`src/rtl/jtag_tap_multi.sv`:
```
// JTAG TAP controller with IDCODE, BYPASS and NUM_CH user DR channels.
// Each user channel presents its updated data on a valid/ready handshake.
// Optional feature macro: JTAG_TAP_OVERRUN_EN. When it is defined, an update
// that arrives while the previous one is still unconsumed is dropped and the
// channel's sticky overrun flag is set. When it is not defined, the new data
// overwrites the old data and ovr_o is tied to zero.
module jtag_tap_multi #(
  parameter logic [31:0] IDCODE_VAL = 32'hBADC0FFE,
  parameter int          IR_WIDTH   = 4,
  parameter int          NUM_CH     = 2,
  parameter int          DR_WIDTH   = 32
) (
  input  logic                       tck,
  input  logic                       trst,
  input  logic                       tms,
  input  logic                       tdi,
  output logic                       tdo,
  output logic                       tdo_en,
  output logic [3:0]                 tap_state_o,
  input  logic [NUM_CH*DR_WIDTH-1:0] cap_data_i,
  output logic [NUM_CH*DR_WIDTH-1:0] upd_data_o,
  output logic [NUM_CH-1:0]          upd_valid_o,
  input  logic [NUM_CH-1:0]          upd_ready_i,
  output logic [NUM_CH-1:0]          ovr_o
);

  typedef enum logic [3:0] {
    TLR = 4'd0,  RTI = 4'd1,  SEL_DR = 4'd2,  CAP_DR = 4'd3,
    SH_DR = 4'd4, EX1_DR = 4'd5, PAU_DR = 4'd6, EX2_DR = 4'd7,
    UPD_DR = 4'd8, SEL_IR = 4'd9, CAP_IR = 4'd10, SH_IR = 4'd11,
    EX1_IR = 4'd12, PAU_IR = 4'd13, EX2_IR = 4'd14, UPD_IR = 4'd15
  } tap_state_t;

  localparam logic [IR_WIDTH-1:0] IR_IDCODE  = IR_WIDTH'(1);
  localparam logic [IR_WIDTH-1:0] IR_USR_LO  = IR_WIDTH'(2);
  localparam logic [IR_WIDTH-1:0] IR_USR_END = IR_WIDTH'(NUM_CH + 2);

  tap_state_t            r_state;
  tap_state_t            w_state_next;
  logic [IR_WIDTH-1:0]   r_ir_sr;
  logic [IR_WIDTH-1:0]   r_ir;
  logic [31:0]           r_id_sr;
  logic                  r_bp_sr;
  logic [DR_WIDTH-1:0]   r_usr_sr;

  logic w_tlr, w_cap_dr, w_sh_dr, w_upd_dr, w_cap_ir, w_sh_ir, w_upd_ir;
  logic w_sel_id, w_sel_usr, w_dr_lsb;
  logic [NUM_CH-1:0]     w_ch_hit;
  logic [DR_WIDTH-1:0]   w_cap_usr;
  logic [DR_WIDTH-1:0]   w_usr_shift;
  logic [IR_WIDTH-1:0]   w_ir_shift;

  assign tap_state_o = r_state;

  // TAP state register
  always_ff @(posedge tck) begin
    if (trst) r_state <= TLR;
    else      r_state <= w_state_next;
  end

  // Standard tms-driven TAP transitions
  always_comb begin
    w_state_next = r_state;
    case (r_state)
      TLR:     w_state_next = tms ? TLR    : RTI;
      RTI:     w_state_next = tms ? SEL_DR : RTI;
      SEL_DR:  w_state_next = tms ? SEL_IR : CAP_DR;
      CAP_DR:  w_state_next = tms ? EX1_DR : SH_DR;
      SH_DR:   w_state_next = tms ? EX1_DR : SH_DR;
      EX1_DR:  w_state_next = tms ? UPD_DR : PAU_DR;
      PAU_DR:  w_state_next = tms ? EX2_DR : PAU_DR;
      EX2_DR:  w_state_next = tms ? UPD_DR : SH_DR;
      UPD_DR:  w_state_next = tms ? SEL_DR : RTI;
      SEL_IR:  w_state_next = tms ? TLR    : CAP_IR;
      CAP_IR:  w_state_next = tms ? EX1_IR : SH_IR;
      SH_IR:   w_state_next = tms ? EX1_IR : SH_IR;
      EX1_IR:  w_state_next = tms ? UPD_IR : PAU_IR;
      PAU_IR:  w_state_next = tms ? EX2_IR : PAU_IR;
      EX2_IR:  w_state_next = tms ? UPD_IR : SH_IR;
      UPD_IR:  w_state_next = tms ? SEL_DR : RTI;
      default: w_state_next = TLR;
    endcase
  end

  // State decode strobes and the serial output mux
  always_comb begin
    w_tlr    = (r_state == TLR);
    w_cap_dr = (r_state == CAP_DR);
    w_sh_dr  = (r_state == SH_DR);
    w_upd_dr = (r_state == UPD_DR);
    w_cap_ir = (r_state == CAP_IR);
    w_sh_ir  = (r_state == SH_IR);
    w_upd_ir = (r_state == UPD_IR);
    tdo_en   = w_sh_dr | w_sh_ir;
    tdo      = 1'b0;
    if (w_sh_ir)      tdo = r_ir_sr[0];
    else if (w_sh_dr) tdo = w_dr_lsb;
  end

  // Instruction decode; anything that is not IDCODE or a user channel is BYPASS
  always_comb begin
    w_sel_id  = (r_ir == IR_IDCODE);
    w_sel_usr = (r_ir >= IR_USR_LO) && (r_ir < IR_USR_END);
    w_dr_lsb  = w_sel_id ? r_id_sr[0] : (w_sel_usr ? r_usr_sr[0] : r_bp_sr);
    w_cap_usr = '0;
    for (int n = 0; n < NUM_CH; n++) begin
      if (w_ch_hit[n]) w_cap_usr = cap_data_i[n*DR_WIDTH +: DR_WIDTH];
    end
    // Shift right with tdi into the MSB; written this way so width 1 works
    w_usr_shift = r_usr_sr >> 1;
    w_usr_shift[DR_WIDTH-1] = tdi;
    w_ir_shift = r_ir_sr >> 1;
    w_ir_shift[IR_WIDTH-1] = tdi;
  end

  // Instruction shift register and active instruction
  always_ff @(posedge tck) begin
    if (trst) begin
      r_ir_sr <= '0;
      r_ir    <= IR_IDCODE;
    end else begin
      if (w_cap_ir)     r_ir_sr <= IR_WIDTH'(1);
      else if (w_sh_ir) r_ir_sr <= w_ir_shift;
      if (w_tlr)         r_ir <= IR_IDCODE;
      else if (w_upd_ir) r_ir <= r_ir_sr;
    end
  end

  // Data shift registers; only the selected one captures or shifts.
  // All user channels share one shift register since only one is selected.
  always_ff @(posedge tck) begin
    if (trst) begin
      r_id_sr  <= '0;
      r_bp_sr  <= 1'b0;
      r_usr_sr <= '0;
    end else if (w_cap_dr) begin
      if (w_sel_id)       r_id_sr  <= IDCODE_VAL;
      else if (w_sel_usr) r_usr_sr <= w_cap_usr;
      else                r_bp_sr  <= 1'b0;
    end else if (w_sh_dr) begin
      if (w_sel_id)       r_id_sr  <= {tdi, r_id_sr[31:1]};
      else if (w_sel_usr) r_usr_sr <= w_usr_shift;
      else                r_bp_sr  <= tdi;
    end
  end

  genvar gi;
  generate
    for (gi = 0; gi < NUM_CH; gi++) begin : g_ch
      logic                r_valid;
      logic [DR_WIDTH-1:0] r_data;
      logic                w_upd;
      logic                w_rdy;

      assign w_ch_hit[gi] = (r_ir == IR_WIDTH'(gi + 2));
      assign w_upd        = w_upd_dr & w_ch_hit[gi];
      assign w_rdy        = upd_ready_i[gi];
      assign upd_valid_o[gi] = r_valid;
      assign upd_data_o[gi*DR_WIDTH +: DR_WIDTH] = r_data;

`ifdef JTAG_TAP_OVERRUN_EN
      logic r_ovr;
      assign ovr_o[gi] = r_ovr;

      // Update handshake; an unconsumed update blocks new data and flags overrun
      always_ff @(posedge tck) begin
        if (trst) begin
          r_valid <= 1'b0;
          r_data  <= '0;
          r_ovr   <= 1'b0;
        end else begin
          if (w_upd && r_valid && !w_rdy) begin
            r_ovr <= 1'b1;
          end else if (w_upd) begin
            r_data  <= r_usr_sr;
            r_valid <= 1'b1;
          end else if (w_rdy) begin
            r_valid <= 1'b0;
          end
          if (w_tlr) r_ovr <= 1'b0;
        end
      end
`else
      assign ovr_o[gi] = 1'b0;

      // Update handshake; a new update always overwrites the held data
      always_ff @(posedge tck) begin
        if (trst) begin
          r_valid <= 1'b0;
          r_data  <= '0;
        end else if (w_upd) begin
          r_data  <= r_usr_sr;
          r_valid <= 1'b1;
        end else if (w_rdy) begin
          r_valid <= 1'b0;
        end
      end
`endif
    end
  endgenerate

endmodule
```
`config.mk`:
```
export PLATFORM = sky130hd
export DESIGN_NAME = jtag_tap_multi
export DESIGN_NICKNAME = d
export VERILOG_FILES = /design/src/rtl/jtag_tap_multi.sv
export SDC_FILE = /design/constraint.sdc
export NUM_CORES = 1
export LEC_CHECK = 0
export CAP_MARGIN = 20
export CORE_MARGIN = 5
export CORE_UTILIZATION = 31
export DETAILED_ROUTE_END_ITERATION = 10
export GPL_TIMING_DRIVEN = 0
export PLACE_DENSITY = 0.59
export SLEW_MARGIN = 10
export SYNTH_ARGS = -nofsm -noshare
export SYNTH_HDL_FRONTEND = slang
export SYNTH_SLANG_ARGS = --single-unit
```
`constraint.sdc`:
```
create_clock -name tck -period 4.85 [get_ports tck]
set_input_delay 0.97 -clock tck [delete_from_list [all_inputs] [get_ports tck]]
set_output_delay 0.97 -clock tck [all_outputs]
set_load 0.005 [all_outputs]
```
* Yosys cells after proc, flatten, opt, wreduce, memory -nomap -nowiden
Index checks and enable logic that the tools add are counted.
** Storage, ports and cells
- Logic and storage cells :: 91
- Bits in latches :: 0
- Memory bits (writable) :: 0
- Memories :: 0
- Register bits :: 143
- Bits in read-only memories :: 0
- Input port bits :: 70
- Output and inout port bits :: 74
** Cells by class
- Order comparisons :: 2
- Div/mod/pow operators :: 0
- Add/subtract/negate cells :: 0
- Multiply operators :: 0
- Equality and inequality tests :: 18
- Shifts and indexed selects :: 0
- Muxes and demuxes :: 41
- Reduce and logical (&&, ||, !) cells :: 14
- Bitwise logic cells :: 5
** Operators with widths (count)
- $mux 32 :: 12
- $pmux 4 s12 :: 1
- $eq 4x4->1 const B :: 8
- $mux 1 :: 19
- $eq 4x2->1 const B :: 4
- $eq 4x3->1 const B :: 4
- $mux 4 :: 4
- $eq 4x1->1 const B :: 2
- $reduce_bool 2->1 :: 4
- $reduce_or 2->1 :: 4
- $mux 2 :: 3
- $mux 3 :: 2
- $reduce_and 3->1 :: 2
- $ge 4x2->1 const B :: 1
- $logic_not 4->1 :: 1
- $lt 4x3->1 const B :: 1
- $reduce_or 3->1 :: 1
- $and 1x1->1 :: 2
- $not 1->1 :: 2
- $reduce_and 2->1 :: 1
- $logic_and 1x1->1 :: 1
- $or 1x1->1 :: 1

* Logic depth before layout (Yosys ltp)
Gate-level depths: netlist of the first run.
- Depth in word-level cells :: 6
- Gate-level depth with buffers :: 8

* Worst setup path before layout of the first run
No wires, ideal clock.
- Path type :: register to output
- From :: reg r_state[2], in the netlist tap_state_o[2]
- To :: out tdo
- Cell stages (with the launch flop) :: 7
- Setup slack :: 2.738 ns
- Arrival time :: 1.142 ns
- Path buffers :: 2
- Cells stage by stage :: dfxtp_1 -> clkbuf_2 -> nor2b_1 -> clkbuf_1 -> and2_1 -> nand3_1 -> o21ai_0
** Between the ends
- Cells in the longest elaborated chain, start to end :: 3
** Ends and longest elaborated chain
- from (decl) :: RTL line 38 : tap_state_t r_state;
- from (signal assigned) :: RTL line 58 : else r_state <= w_state_next;
- $eq 4x3->1 :: RTL line 89 : w_sh_dr = (r_state == SH_DR);
- $mux 1 :: RTL line 97 : else if (w_sh_dr) tdo = w_dr_lsb;
- $mux 1 (*) :: RTL line 96 : if (w_sh_ir) tdo = r_ir_sr[0];
- to (decl) :: RTL line 17 : output logic tdo,
Every way passes the cells marked *; elsewhere a longest branch is shown, timed or not.

* Worst setup path in the final report of the first run
- From :: reg r_state[3], in the netlist tap_state_o[3]
- To :: out tdo
Same word-level chain as after synthesis.

==> run metrics, run 1 <==
status=finished, final reports clean; NumNets Final=952; Chip Width=149 um; initial antenna violation count=0; peak supply drop=0.207 mV; count of input and output buffers=140; internal power component=2100 uW; setup violators final=0; CTS root buffer=clkbuf_16; Worst slew margin=39.7%; standard cell core area=18900 sq um; leakage power of the design=0.00304 uW; relative contribution of the clock network to total power=48.9%; Hold Crit Class=register to register; I/O pin count=144; placer congestion estimate=0.791; die span in y=149 um; number of placed instances, taps included=1123; post-detailed-route DRC marker count=0; CP endpoint kind=primary output; Area Overhead vs Synth=38.7%; minimum period implied by the final worst setup slack=3.57 ns; Period Utilization, post-route=73.7%; Post-Syn Area per Cell=8.30 sq um; Adder-Cell Fraction of Synth Area=0%; post-synthesis simple-gate area fraction=22.5%; combinational family with the most area after synthesis=simple AND/OR/NAND/NOR gates; CTS tree=yes; Syn. warnings=0; proportion of synthesized area in mux cells=7.54%; detailed-route vias per instance=4.79; sequential group share of total power=44.7%; number of inserted diodes=0; Reg clk slew, reported paths=0.06 ns; routed wirelength normalized by instance count=15.4 um; sequential area share after synthesis=47.8%; maximum number of buffers from clock root to sink=2; residual antenna-violating net count after detailed routing=0; Non-Filler Instances=1154; Startpoint Class=register; detailed-placement wirelength estimate=12.7 mm; global-route wire length before repair=27.7 mm; post-cts gate resize count=0; vias in the first global route=5258; cts bufs inserted=17; predominant post-synthesis flop cell=dfxtp_1; number of buffers added for setup after CTS=0; number of synthesized flops with an enable pin=0; clk sinks=143; clk_lat worst skew=0.42 ns; level count of the clock H-tree=4; pin count of the biggest net entering global routing=17; setup total negative slack=0 ns; WP data arrival=2.60 ns; worst-case clock skew=0.0131 ns; Std-Cell Rows=50; number of buffers added to fix hold violations after cts=0; Routed WL=17.7 mm; Switch Pwr=576 uW; overall track demand over capacity in global routing=15.7%; Gate power share=6.4%; synthesized area=5990 sq um; Critical Path Fanout Max=8; distinct cell type count after synthesis=48; setup slack of the critical path after layout=1.28 ns; pre-CTS worst setup slack=1.72 ns; starting density of the core=31.7%; Synth async-reset ratio=0%; power density over the cells=322 nW/um^2; sum of overflow across all layers after global routing=0; setup repair after global routing missed its margin=false; max-cap viol count=0; count of pins over their slew limit=0; number of vias after detailed routing=5527; synthesized instance count=722; Worst Path Class, Setup=register to primary output; maximum achievable frequency=280 MHz; synthesized-area fraction occupied by ao, oa, aoi and oai cells=15.9%; Pre-antenna DRT Iters=5; number of hold-slack violations in the final timing report=0; post-synthesis xor/xnor area fraction=0.146%; number of DRC markers after the initial detailed-route iteration=337; required time reported for the critical path endpoint=3.88 ns; transition time of the tightest slew-check pin=0.905 ns; total die area=22200 sq um; Seq cells post-synth=143; share of cells above drive strength 1=6.49%; switch share=21.6%
-- worst max-delay path, stage by stage, from the launching register on --
cell,delay (ns)
dfxtp_1,0.48
nor2b_1,0.17
clkbuf_1,0.32
and2_1,0.29
nand3_1,0.10
o21ai_0,0.22
clkdlybuf4s50_1,0.61
-- metal layers --
metal	GRT usage (%)	vias to the layer above	routed length, um
li1	-	2794	-
met1	20.5	2571	8110
met2	25.6	145	8240
met3	4.25	17	1250
met4	4.30	0	154
met5	0	-	0
-- power by group through the flow --
stage / Clock, uW / Combinational (uW) / Sequential, uW
floorplan: 0 / 83.6 / 1220
global placement: 0 / 171 / 1220
detailed placement: 0 / 172 / 1220
CTS: 1330 / 173 / 1200
global route: 1380 / 189 / 1200
finish: 1310 / 171 / 1200
-- flip-flops by register name, indices dropped and copies added, names as in the netlist --
name / flops
g_ch.r_data: 64
r_id_sr: 32
r_usr_sr: 32
r_ir: 4
r_ir_sr: 4
tap_state_o: 4
g_ch.r_valid: 2
r_bp_sr: 1
-- per-stage QoR --
stage | hold slack (ns) | instance area [sq um] | util (%) | total power, uW
2_1_floorplan | 0.445 | 5990 | - | 1300
3_3_place_gp | 0.441 | 7720 | 40.9 | 1390
3_5_place_dp | 0.447 | 7720 | 40.9 | 1390
4_1_cts | 0.454 | 8310 | 44.0 | 2700
5_1_grt | 0.465 | 8310 | 44.0 | 2760
6_report | 0.452 | 8310 | 44.0 | 2670
-- cells by family after synthesis --
| group | count (synthesis) |
|---|---|
| AOI/OAI and AO/OA | 158 |
| xor gates and xnor gates | 1 |
| buffers and inverters | 74 |
| DFF | 143 |
| muxes | 45 |
| other | 1 |
| and+or+nand+nor | 300 |
-- path summary, 6_finish.rpt --
check / start / endpoint / slack, ns / depth (start not counted)
worst max-delay path: tap_state_o[3] / tdo / 1.28 / 6
worst min-delay path: g_ch[1].r_data[6] / g_ch[1].r_data[6] / 0.45 / 2
worst min register to register: g_ch[1].r_data[6] / g_ch[1].r_data[6] / 0.45 / 2
worst max register to register: tap_state_o[1] / r_usr_sr[24] / 2.55 / 6
-- layout make-up --
class	count	area, sq um
Multi-Input combinational cell	506	2770
Clock buffer	21	450
Clock inverter	10	139
Sequential cell	143	2860
Tap cell	260	325
Buffer	69	339
Timing Repair Buffer	140	1400
Inverter	5	18.8
Fill cell	1923	10600
-- cells in the final DEF (no fill, tap or decap), drive strengths merged, types with 2 or more instances in the layout --
| cell | Yosys | routed |
|---|---|---|
| dfxtp | 143 | 143 |
| clkinv | 0 | 6 |
| and2 | 13 | 13 |
| nand3 | 7 | 7 |
| nor2b | 2 | 2 |
| conb | 1 | 2 |
| inv | 5 | 5 |
| nor4 | 21 | 21 |
| a21oi | 78 | 78 |
| buf | 24 | 24 |
| nor3 | 26 | 26 |
| clkdlybuf4s50 | 0 | 140 |
| clkbuf | 45 | 66 |
| a22o | 32 | 32 |
| nor2 | 39 | 39 |
| or4b | 2 | 2 |
| a21o | 3 | 3 |
| nor3b | 3 | 3 |
| nand2b | 3 | 3 |
| bufinv | 0 | 3 |
| mux2i | 44 | 44 |
| nand2 | 174 | 174 |
| o21ai | 37 | 37 |
| a2111oi | 2 | 2 |
| nand4 | 2 | 2 |
-- cells in the mapped netlist, types with 2 or more instances --
cell,instances,share of area (%)
nand2_1,174,11
nand3_1,7,0.58
a21o_1,3,0.38
a2111oi_0,2,0.29
and2_1,11,1.1
nor2_1,38,2.4
nor3_1,26,2.2
a22o_1,32,4.7
buf_1,2,0.13
clkbuf_1,44,2.8
nand4_1,2,0.21
nand2b_1,3,0.31
nor2b_1,2,0.21
dfxtp_1,143,48
nor4_1,21,2.2
and2_0,2,0.21
inv_1,5,0.31
buf_4,4,0.50
buf_2,12,1.0
o21ai_0,36,3.0
buf_6,5,0.94
nor3b_1,3,0.38
a21oi_1,77,6.4
mux2i_1,44,7.4
Note: power is estimated with default switching activity, not from simulation.
==> inputs of run 2 (changes only) <==
Settings changed: PLACE_DENSITY 0.59 to 0.61.
Clock period 4.85 ns to 3.08 ns, I/O delays scaled along.
==> run metrics, run 2 (synthesis gave the netlist of run 1 again) <==
CTS tree=yes; placer congestion estimate=0.797; number of vias after detailed routing=5525; routed wirelength normalized by instance count=15.3 um; NumNets Final=952; minimum setup slack among reg-to-reg paths=0.89 ns; overall track demand over capacity in global routing=15.7%; post-detailed-route DRC marker count=0; top library cells by usage in the layout, fill and taps aside=nand2_1 (174), dfxtp_1 (141), clkdlybuf4s50_1 (140), a21oi_1 (77), mux2i_1 (44); I/O pin count=144; number of hold-slack violations in the final timing report=0; required time reported for the critical path endpoint=2.46 ns; setup violators final=0; peak supply drop=0.377 mV; Area Overhead vs Synth=39.4%; standard cell core area=18900 sq um; source of the worst register-to-register timing path=r_ir[0]; leakage power of the design=0.00306 uW; total die area=22200 sq um; power density over the cells=513 nW/um^2; fill cell instance count of the final layout=1940; largest registers ranked by flip-flop count=g_ch.r_data (64), r_id_sr (32), r_usr_sr (32); vias in the first global route=5257; register ranked first by flip-flop count=g_ch.r_data; setup repair after global routing missed its margin=false; transition time of the tightest slew-check pin=0.904 ns; Routed WL=17.7 mm; clk_lat worst skew=0.42 ns; worst-case clock skew=0.00928 ns; clk sinks=143; Pre-antenna DRT Iters=5; count of pins over their slew limit=0; die span in y=149 um; cts bufs inserted=17; Worst setup startpoint=tap_state_o[2]; timing endpoint of the critical path=tdo; pin count of the biggest net entering global routing=17; Period Utilization, post-route=93.5%; setup total negative slack=0 ns; minimum period implied by the final worst setup slack=2.88 ns; number of inserted diodes=0; max-cap viol count=0; number of DRC markers after the initial detailed-route iteration=338; number of buffers added to fix hold violations after cts=0; detailed-route vias per instance=4.78; Startpoint Class=register; Critical Path Fanout Max=8; CP endpoint kind=primary output; Hold Crit Class=register to register; starting density of the core=31.7%; max FFs per register=64; global-route wire length before repair=27.8 mm; status=finished, final reports clean; Worst Path Class, Setup=register to primary output; total power=4280 uW; Worst slew margin=39.8%; Std-Cell Rows=50; path depth of the worst reg2reg path=5; residual antenna-violating net count after detailed routing=0; CTS root buffer=clkbuf_16; hold wc startpoint=g_ch[0].r_data[25]; detailed-placement wirelength estimate=12.6 mm; maximum number of buffers from clock root to sink=2; most common cell after layout, fill and taps aside=nand2_1; Reg area=2870 sq um; WP data arrival=2.26 ns; level count of the clock H-tree=4; sum of overflow across all layers after global routing=0; initial antenna violation count=0; number of buffers added for setup after CTS=0; count of input and output buffers=140; Reg-to-Reg End=r_usr_sr[30]; worst-case hold slack=0.453 ns; share of cells above drive strength 1=7.37%; Chip Width=149 um; maximum achievable frequency=347 MHz; Reg clk slew, reported paths=0.06 ns; multi-input gate area in the final layout=2780 sq um
-- run 2: changes by cell type in the layout (fill, tap and decap cells not counted), sizes merged --
cell,change
inv,+3
clkinv,-2
clkbuf,-1
clkinvlp,+1
-- run 2: critical path: stages, from the launching register on --
cell             delay, ns
dfxtp_1               0.32
clkbuf_2              0.20
nor4b_4               0.38
o21ai_0               0.15
o21ai_1               0.25
clkdlybuf4s50_1       0.56
-- run 2: cell type report --
cell class	instances	area share [%]
well taps	260	3.90
inverters	5	0.225
clock inverters	12	1.89
flip-flops and latches	143	34.3
clock buffers	20	5.47
repair buffers	140	16.8
plain buffers	69	4.09
multi-input cells	506	33.3
-- run 2: how the worst min path moves through the flow --
stage / to / slack, ns / cells after the start
after floorplan: r_ir[1] / 0.45 / 2
after global placement: g_ch[0].r_data[11] / 0.44 / 2
after detailed placement: g_ch[1].r_data[0] / 0.45 / 2
after CTS: g_ch[1].r_data[0] / 0.46 / 2
after global routing: g_ch[0].r_data[14] / 0.47 / 2
final: g_ch[0].r_data[25] / 0.45 / 2
-- run 2: metal layers --
metal | wire (um) | share of wire (%) | vias to the layer above | GRT usage [%]
li1 | - | - | 2799 | -
met1 | 8070 | 46 | 2562 | 20.1
met2 | 8100 | 46 | 143 | 25.6
met3 | 1170 | 6.6 | 21 | 4.28
met4 | 338 | 1.9 | 0 | 5.77
met5 | 0 | 0 | - | 0
-- run 2: stage by stage --
| step | worst slack, ns | instance area, sq um | util (%) | instances |
|---|---|---|---|---|
| finish | 0.200 | 8350 | 44.2 | 1155 |
| global route | 0.0281 | 8350 | 44.2 | 1155 |
| CTS | 0.0441 | 8350 | 44.2 | 1155 |
| detailed placement | 0.339 | 7720 | 40.9 | 1123 |
| global placement | 0.318 | 7720 | 40.9 | 1123 |
| floorplan | 1.23 | 5990 | - | 723 |
-- run 2: timing repair --
action	in CTS	in global routing
endpoints found under the setup margin	1	1
pin swaps	0	0
gates resized for setup	3	4
-- run 2: where the power goes --
part	leakage [uW]	switching, uW	internal, uW
Clock	0.000299	802	1320
Sequential	0.00115	14.4	1870
Combinational	0.00160	127	144
Total	0.00306	943	3340
